**src/rtl/oser_pkg.sv**
```systemverilog
// oser_pkg: shared constants and types for output_serializer.
//   OSER_IN_WIDTH / OSER_OUT_WIDTH / OSER_DEPTH : default frame width,
//   beat width and frame-buffer depth.
//   oser_state_t : serializer FSM state (OSER_IDLE, OSER_SEND).
package oser_pkg;

    localparam int unsigned OSER_IN_WIDTH  = 512;
    localparam int unsigned OSER_OUT_WIDTH = 64;
    localparam int unsigned OSER_DEPTH     = 2;

    typedef enum logic {
        OSER_IDLE = 1'b0,
        OSER_SEND = 1'b1
    } oser_state_t;

endpackage

```
**src/rtl/oser_frame_fifo.sv**
```systemverilog
// oser_frame_fifo: whole-frame FIFO, WIDTH bits x DEPTH entries.
//   clk, rst        : clock, synchronous active-high reset
//   push, push_data : write one frame (ignored when full)
//   pop,  pop_data  : read-ahead oldest frame; pop removes it (ignored when empty)
//   full, empty     : occupancy flags, derived from registered state only
module oser_frame_fifo #(
    parameter int unsigned WIDTH = 512,
    parameter int unsigned DEPTH = 2
) (
    input  logic             clk,
    input  logic             rst,
    input  logic             push,
    input  logic [WIDTH-1:0] push_data,
    input  logic             pop,
    output logic [WIDTH-1:0] pop_data,
    output logic             full,
    output logic             empty
);

    localparam int unsigned PTR_W = (DEPTH > 1) ? $clog2(DEPTH) : 1;
    localparam int unsigned CNT_W = $clog2(DEPTH + 1);

    logic [WIDTH-1:0] mem [DEPTH];
    logic [PTR_W-1:0] wr_ptr;
    logic [PTR_W-1:0] rd_ptr;
    logic [CNT_W-1:0] count;
    logic             do_push;
    logic             do_pop;

    assign full     = (count == CNT_W'(DEPTH));
    assign empty    = (count == '0);
    assign do_push  = push && !full;
    assign do_pop   = pop && !empty;
    assign pop_data = mem[rd_ptr];

    // Pointers wrap explicitly so non-power-of-two depths work.
    always_ff @(posedge clk) begin
        if (rst) begin
            wr_ptr <= '0;
            rd_ptr <= '0;
            count  <= '0;
        end else begin
            if (do_push) begin
                wr_ptr <= (wr_ptr == PTR_W'(DEPTH - 1)) ? '0 : wr_ptr + PTR_W'(1);
            end
            if (do_pop) begin
                rd_ptr <= (rd_ptr == PTR_W'(DEPTH - 1)) ? '0 : rd_ptr + PTR_W'(1);
            end
            case ({do_push, do_pop})
                2'b10:   count <= count + CNT_W'(1);
                2'b01:   count <= count - CNT_W'(1);
                default: count <= count;
            endcase
        end
    end

    always_ff @(posedge clk) begin
        if (do_push) begin
            mem[wr_ptr] <= push_data;
        end
    end

endmodule

```
**src/rtl/output_serializer.sv**
```systemverilog
// output_serializer: buffers up to DEPTH result frames of IN_WIDTH bits and
// emits each as IN_WIDTH/OUT_WIDTH beats, LSB beat first, valid/ready on both sides.
//   clk, rst                    : clock, synchronous active-high reset
//   in_valid, in_ready, in_data : frame input handshake
//   out_valid, out_ready        : beat output handshake
//   out_data, out_last          : current beat, final-beat-of-frame flag
//   frame_done                  : one-cycle pulse after each frame's last beat
//   out_beat_idx                : current beat index (only with OSER_BEAT_IDX_EN)
// Optional feature macro: OSER_BEAT_IDX_EN.
module output_serializer
    import oser_pkg::*;
#(
    parameter int unsigned IN_WIDTH  = OSER_IN_WIDTH,
    parameter int unsigned OUT_WIDTH = OSER_OUT_WIDTH,
    parameter int unsigned DEPTH     = OSER_DEPTH
) (
    input  logic                 clk,
    input  logic                 rst,
    input  logic                 in_valid,
    output logic                 in_ready,
    input  logic [IN_WIDTH-1:0]  in_data,
    output logic                 out_valid,
    input  logic                 out_ready,
    output logic [OUT_WIDTH-1:0] out_data,
    output logic                 out_last,
`ifdef OSER_BEAT_IDX_EN
    output logic [$clog2(IN_WIDTH/OUT_WIDTH)-1:0] out_beat_idx,
`endif
    output logic                 frame_done
);

    localparam int unsigned BEATS = IN_WIDTH / OUT_WIDTH;
    localparam int unsigned IDX_W = (BEATS > 1) ? $clog2(BEATS) : 1;

    if (((IN_WIDTH % OUT_WIDTH) != 0) || (BEATS < 2) || (DEPTH < 1)) begin : g_bad_cfg
        $error("output_serializer: illegal IN_WIDTH/OUT_WIDTH/DEPTH combination");
    end

    oser_state_t         state;
    oser_state_t         state_next;
    logic                send_active;
    logic [IN_WIDTH-1:0] shreg;
    logic [IDX_W-1:0]    beat_idx;
    logic                frame_done_q;
    logic                is_last;
    logic                beat_hs;
    logic                last_hs;
    logic                fifo_full;
    logic                fifo_empty;
    logic                push;
    logic                pop;
    logic [IN_WIDTH-1:0] fifo_rd_data;

    oser_frame_fifo #(
        .WIDTH (IN_WIDTH),
        .DEPTH (DEPTH)
    ) u_fifo (
        .clk       (clk),
        .rst       (rst),
        .push      (push),
        .push_data (in_data),
        .pop       (pop),
        .pop_data  (fifo_rd_data),
        .full      (fifo_full),
        .empty     (fifo_empty)
    );

    assign is_last = (beat_idx == IDX_W'(BEATS - 1));
    assign beat_hs = send_active && out_ready;
    assign last_hs = beat_hs && is_last;
    assign push    = in_valid && in_ready;
    // Load from the buffer when idle, or back-to-back on the last-beat handshake.
    assign pop     = !fifo_empty && (!send_active || last_hs);

    always_ff @(posedge clk) begin
        if (rst) begin
            state <= OSER_IDLE;
        end else begin
            state <= state_next;
        end
    end

    always_comb begin
        state_next = state;
        case (state)
            OSER_IDLE: if (!fifo_empty)            state_next = OSER_SEND;
            OSER_SEND: if (last_hs && fifo_empty)  state_next = OSER_IDLE;
            default:                               state_next = OSER_IDLE;
        endcase
    end

    always_comb begin
        send_active = (state == OSER_SEND);
    end

    always_ff @(posedge clk) begin
        if (rst) begin
            shreg        <= '0;
            beat_idx     <= '0;
            frame_done_q <= 1'b0;
        end else begin
            frame_done_q <= last_hs;
            if (pop) begin
                shreg <= fifo_rd_data;
            end else if (beat_hs) begin
                shreg <= shreg >> OUT_WIDTH;
            end
            if (pop || last_hs) begin
                beat_idx <= '0;
            end else if (beat_hs) begin
                beat_idx <= beat_idx + IDX_W'(1);
            end
        end
    end

    // Outputs are forced low for the whole time rst is held, not just after the first edge.
    assign in_ready   = !fifo_full && !rst;
    assign out_valid  = send_active && !rst;
    assign out_last   = send_active && is_last && !rst;
    assign out_data   = rst ? '0 : shreg[OUT_WIDTH-1:0];
    assign frame_done = frame_done_q && !rst;
`ifdef OSER_BEAT_IDX_EN
    assign out_beat_idx = rst ? '0 : beat_idx;
`endif

endmodule

```
**config.mk**
```make
export PLATFORM = sky130hd
export DESIGN_NAME = output_serializer
export DESIGN_NICKNAME = d
export VERILOG_FILES = /design/src/rtl/oser_pkg.sv /design/src/rtl/oser_frame_fifo.sv /design/src/rtl/output_serializer.sv
export SDC_FILE = /design/constraint.sdc
export NUM_CORES = 2
export LEC_CHECK = 0
export ABC_AREA = 1
export CAP_MARGIN = 20
export CORE_UTILIZATION = 44
export DETAILED_ROUTE_END_ITERATION = 10
export GPL_TIMING_DRIVEN = 0
export MAX_ROUTING_LAYER = met4
export PLACE_DENSITY = 0.63
export SYNTH_ARGS = -nofsm -noshare
export SYNTH_HDL_FRONTEND = slang
export SYNTH_SLANG_ARGS = --single-unit
```
**constraint.sdc**
```tcl
create_clock -name clk -period 28.1 [get_ports clk]
set_input_delay 5.62 -clock clk [delete_from_list [all_inputs] [get_ports clk]]
set_output_delay 5.62 -clock clk [all_outputs]
set_load 0.02 [all_outputs]
```
==> Flow_metrics.wiki <==
{| class="wikitable"
! Metric !! Value
|-
| Run status || completed
|-
| Largest voltage drop on the vdd net || 0.0535 mV
|-
| Cell occurring most often along the worst timing path || clkbuf_1
|-
| Largest net degree at the start of global routing || 32
|-
| Final worst path period need || 14010 ps
|-
| Core region area || 146000 um2
|-
| Hold buffers post-CTS || 0
|-
| Initial Utilization || 44.6%
|-
| Pwr dens || 105 nW/um2
|-
| Setup TNS || 0 ps
|-
| Share of cells above drive strength 1 || 5.24%
|-
| Area of the die || 150000 um2
|-
| Drt first pass iters || 6
|-
| Register area share after synthesis || 63.1%
|-
| CTS HTree Levels || 4
|-
| I/O pin count || 584
|-
| Transition time at the pin with the least slew margin || 1150 ps
|-
| Final standard cell utilization of the core || 54.6%
|-
| Core Rows || 140
|-
| CTS Root Cell || clkbuf_16
|-
| Overflow left after global routing || 0
|-
| Worst-Skew Late Latency || 830 ps
|-
| Kind of end point of the critical path || primary output
|-
| Combinational share of power || 38.3%
|-
| Net Sw Power || 0.00339 W
|-
| Period Utilization, post-route || 49.9%
|-
| Commonest cells after routing, fill and taps aside || 3187 x nand2_1, 1024 x edfxtp_1, 781 x nand3_1
|-
| CTS sink count || 1546
|-
| Final Setup Violations || 0
|-
| WL/cell || 19.8 um
|-
| Hold WC Path Type || reg -> reg
|-
| Delay of the slowest cell on the worst path || 670 ps
|-
| Arrival time at the worst endpoint || 8390 ps
|-
| Final number of hold-violating endpoints || 0
|-
| Routability congestion estimate || 0.912
|-
| Number of library cell types mapped by synthesis || 21
|-
| Layout overhead on the synthesized area || 22.4%
|-
| Static leakage || 34.5 nW
|-
| Die Y || 387 um
|-
| Post-CTS Setup Bufs || 0
|-
| Internal power || 0.00500 W
|-
| Post-Syn Nets || 7963
|-
| Cts bufs inserted || 164
|-
| Worst-case hold slack || 474 ps
|-
| Slew Limit Headroom || 23.6%
|-
| Detailed router's first-iteration violation count || 4382
|-
| Number of cells produced by synthesis || 7444
|-
| Via-per-instance ratio || 4.97
|-
| Vias in the first global route || 49200
|-
| Fraction of synthesized cell area taken by the top area cell type || 47.1%
|-
| Synth Flop Type || edfxtp_1
|-
| Worst-path cell chain || buf_2 > clkbuf_1 > clkbuf_1 > nor2_1 > clkdlybuf4s50_1
|-
| Synth Area per Inst || 8.77 um2
|-
| DP HPWL || 155000 um
|-
| Achievable frequency || 71.4 MHz
|-
| Via count || 51500
|-
| Switching part of the total || 40.4%
|-
| Placed standard-cell area || 74400 um2
|-
| # nets final || 8753
|-
| Yosys top cell by area || edfxtp_1
|-
| CP max-delay cell || clkbuf_1
|-
| Resize count post-CTS || 0
|-
| Drc violations || 0
|-
| TritonCTS clock tree || yes
|-
| Synth Cell Area || 65300 um2
|-
| Number of warnings reported in the yosys synthesis log || 0
|-
| Top area cells in the synthesized netlist || edfxtp_1 47%, nand2_1 18%, dfxtp_1 16%
|-
| Global-route usage over all layers || 27.5%
|-
| Unrepaired setup endpoints after global routing || no
|-
| Worst Clk Skew || 37.7 ps
|-
| Async S/R FF share, synth || 0%
|-
| Share of total power in sequential cells || 36.1%
|-
| Leading cell type in the layout, fill and taps excluded || nand2_1
|-
| Wire length of the first global-routing pass || 298000 um
|-
| Antenna-violating nets left || 0
|-
| Required time reported for the critical path endpoint || 22480 ps
|-
| Final routed wirelength across all metal layers || 205000 um
|-
| Number of port buffers || 582
|-
| Die width || 387 um
|-
| Critical Setup Path Class || in -> out
|-
| Register clock-pin slew on the reported worst setup and hold paths || 60 ps
|-
| Max-cap violations || 0
|-
| Maximum net fanout on the critical path || 11
|-
| Total of flip-flops plus latches after synthesis || 1546
|-
| CTS Buffer Depth || 3
|-
| Area of all placed cells without fillers || 79900 um2
|-
| Slew Viols, Final || 0
|-
| Number of enable-type register cells in the synthesized netlist || 1024
|-
| Initial antenna violation count || 74
|-
| Startpoint type of the worst setup path || input port
|-
| Clk network pwr share || 25.6%
|}
## state kept, by name, summed over array words and instances (netlist names), named ones only
name,flops
beat_idx,3
frame_done_q,1
send_active,1
shreg,512
u_fifo.count,2
u_fifo.mem,1024
u_fifo.rd_ptr,1
u_fifo.wr_ptr,1
## kinds of logic after synthesis
group	count (synthesis)	synth area share, %
buf+inv	1259	7.48
fa+ha+maj	3	0.0575
xor+xnor	1	0.0134
compound gates	397	3.06
simple gates	4238	26.3
flops	1546	63.1
## power groups by stage
| stage | Clock, W | Combinational [W] | Sequential (W) |
|---|---|---|---|
| after floorplan | 0 | 0.00201 | 0.00307 |
| after global placement | 0 | 0.00311 | 0.00317 |
| after detailed placement | 0 | 0.00318 | 0.00307 |
| after CTS | 0.00217 | 0.00320 | 0.00303 |
| after global routing | 0.00226 | 0.00355 | 0.00306 |
| final | 0.00215 | 0.00321 | 0.00303 |
## layer usage
| metal | share of wire (%) | wire length (um) | track usage (%) |
|---|---|---|---|
| met5 | 0 | 0 | - |
| met2 | 49 | 99900 | 45.5 |
| met3 | 7.9 | 16300 | 6.30 |
| met1 | 40 | 82100 | 32.9 |
| met4 | 3.1 | 6400 | 9.48 |
## synth_stat cells (2+ instances only)
| master | instances |
|---|---|
| a21oi_1 | 393 |
| buf_1 | 38 |
| buf_2 | 123 |
| clkbuf_1 | 318 |
| dfxtp_1 | 522 |
| edfxtp_1 | 1024 |
| ha_1 | 3 |
| inv_1 | 775 |
| inv_2 | 4 |
| nand2_1 | 3187 |
| nand2_2 | 2 |
| nand3_1 | 781 |
| nand3b_1 | 64 |
| nor2_1 | 190 |
| o21ai_0 | 3 |
| or2_2 | 12 |
## metrics by stage
stage	total power, W	setup WS [ps]	instances
detailed placement	0.00626	14160	9985
finish	0.00839	14090	10400
CTS	0.00840	14160	10300
global placement	0.00628	-1050	9943
global route	0.00887	14100	10300
floorplan	0.00508	7790	7444
## area by class of cell
cell class / instances / area [um2]
sequential: 1546 / 41200
fill: 13200 / 66500
tap: 1917 / 2400
clock buffer: 215 / 4480
multi-input combinational: 4639 / 19200
timing repair buffer: 624 / 6680
buffer: 480 / 1960
clock inverter: 93 / 867
antenna: 65 / 163
inverter: 779 / 2920
## path summary, 6_finish.rpt
| kind | endpoint | cells past startpoint | slack, ps | startpoint |
|---|---|---|---|---|
| setup / recovery | out_data[62] | 5 | 14090 | rst |
| hold / removal | beat_idx[2] | 2 | 470 | beat_idx[2] |
| setup reg to reg | u_fifo.mem[1][168] | 10 | 24610 | u_fifo.count[0] |
| hold reg to reg | beat_idx[2] | 2 | 470 | beat_idx[2] |
## worst max-delay path: cells and delay by family
family,cells,cell delay [ps]
buf+inv,4,2560
simple gates,1,160
Note: power is estimated with default switching activity, not from simulation.
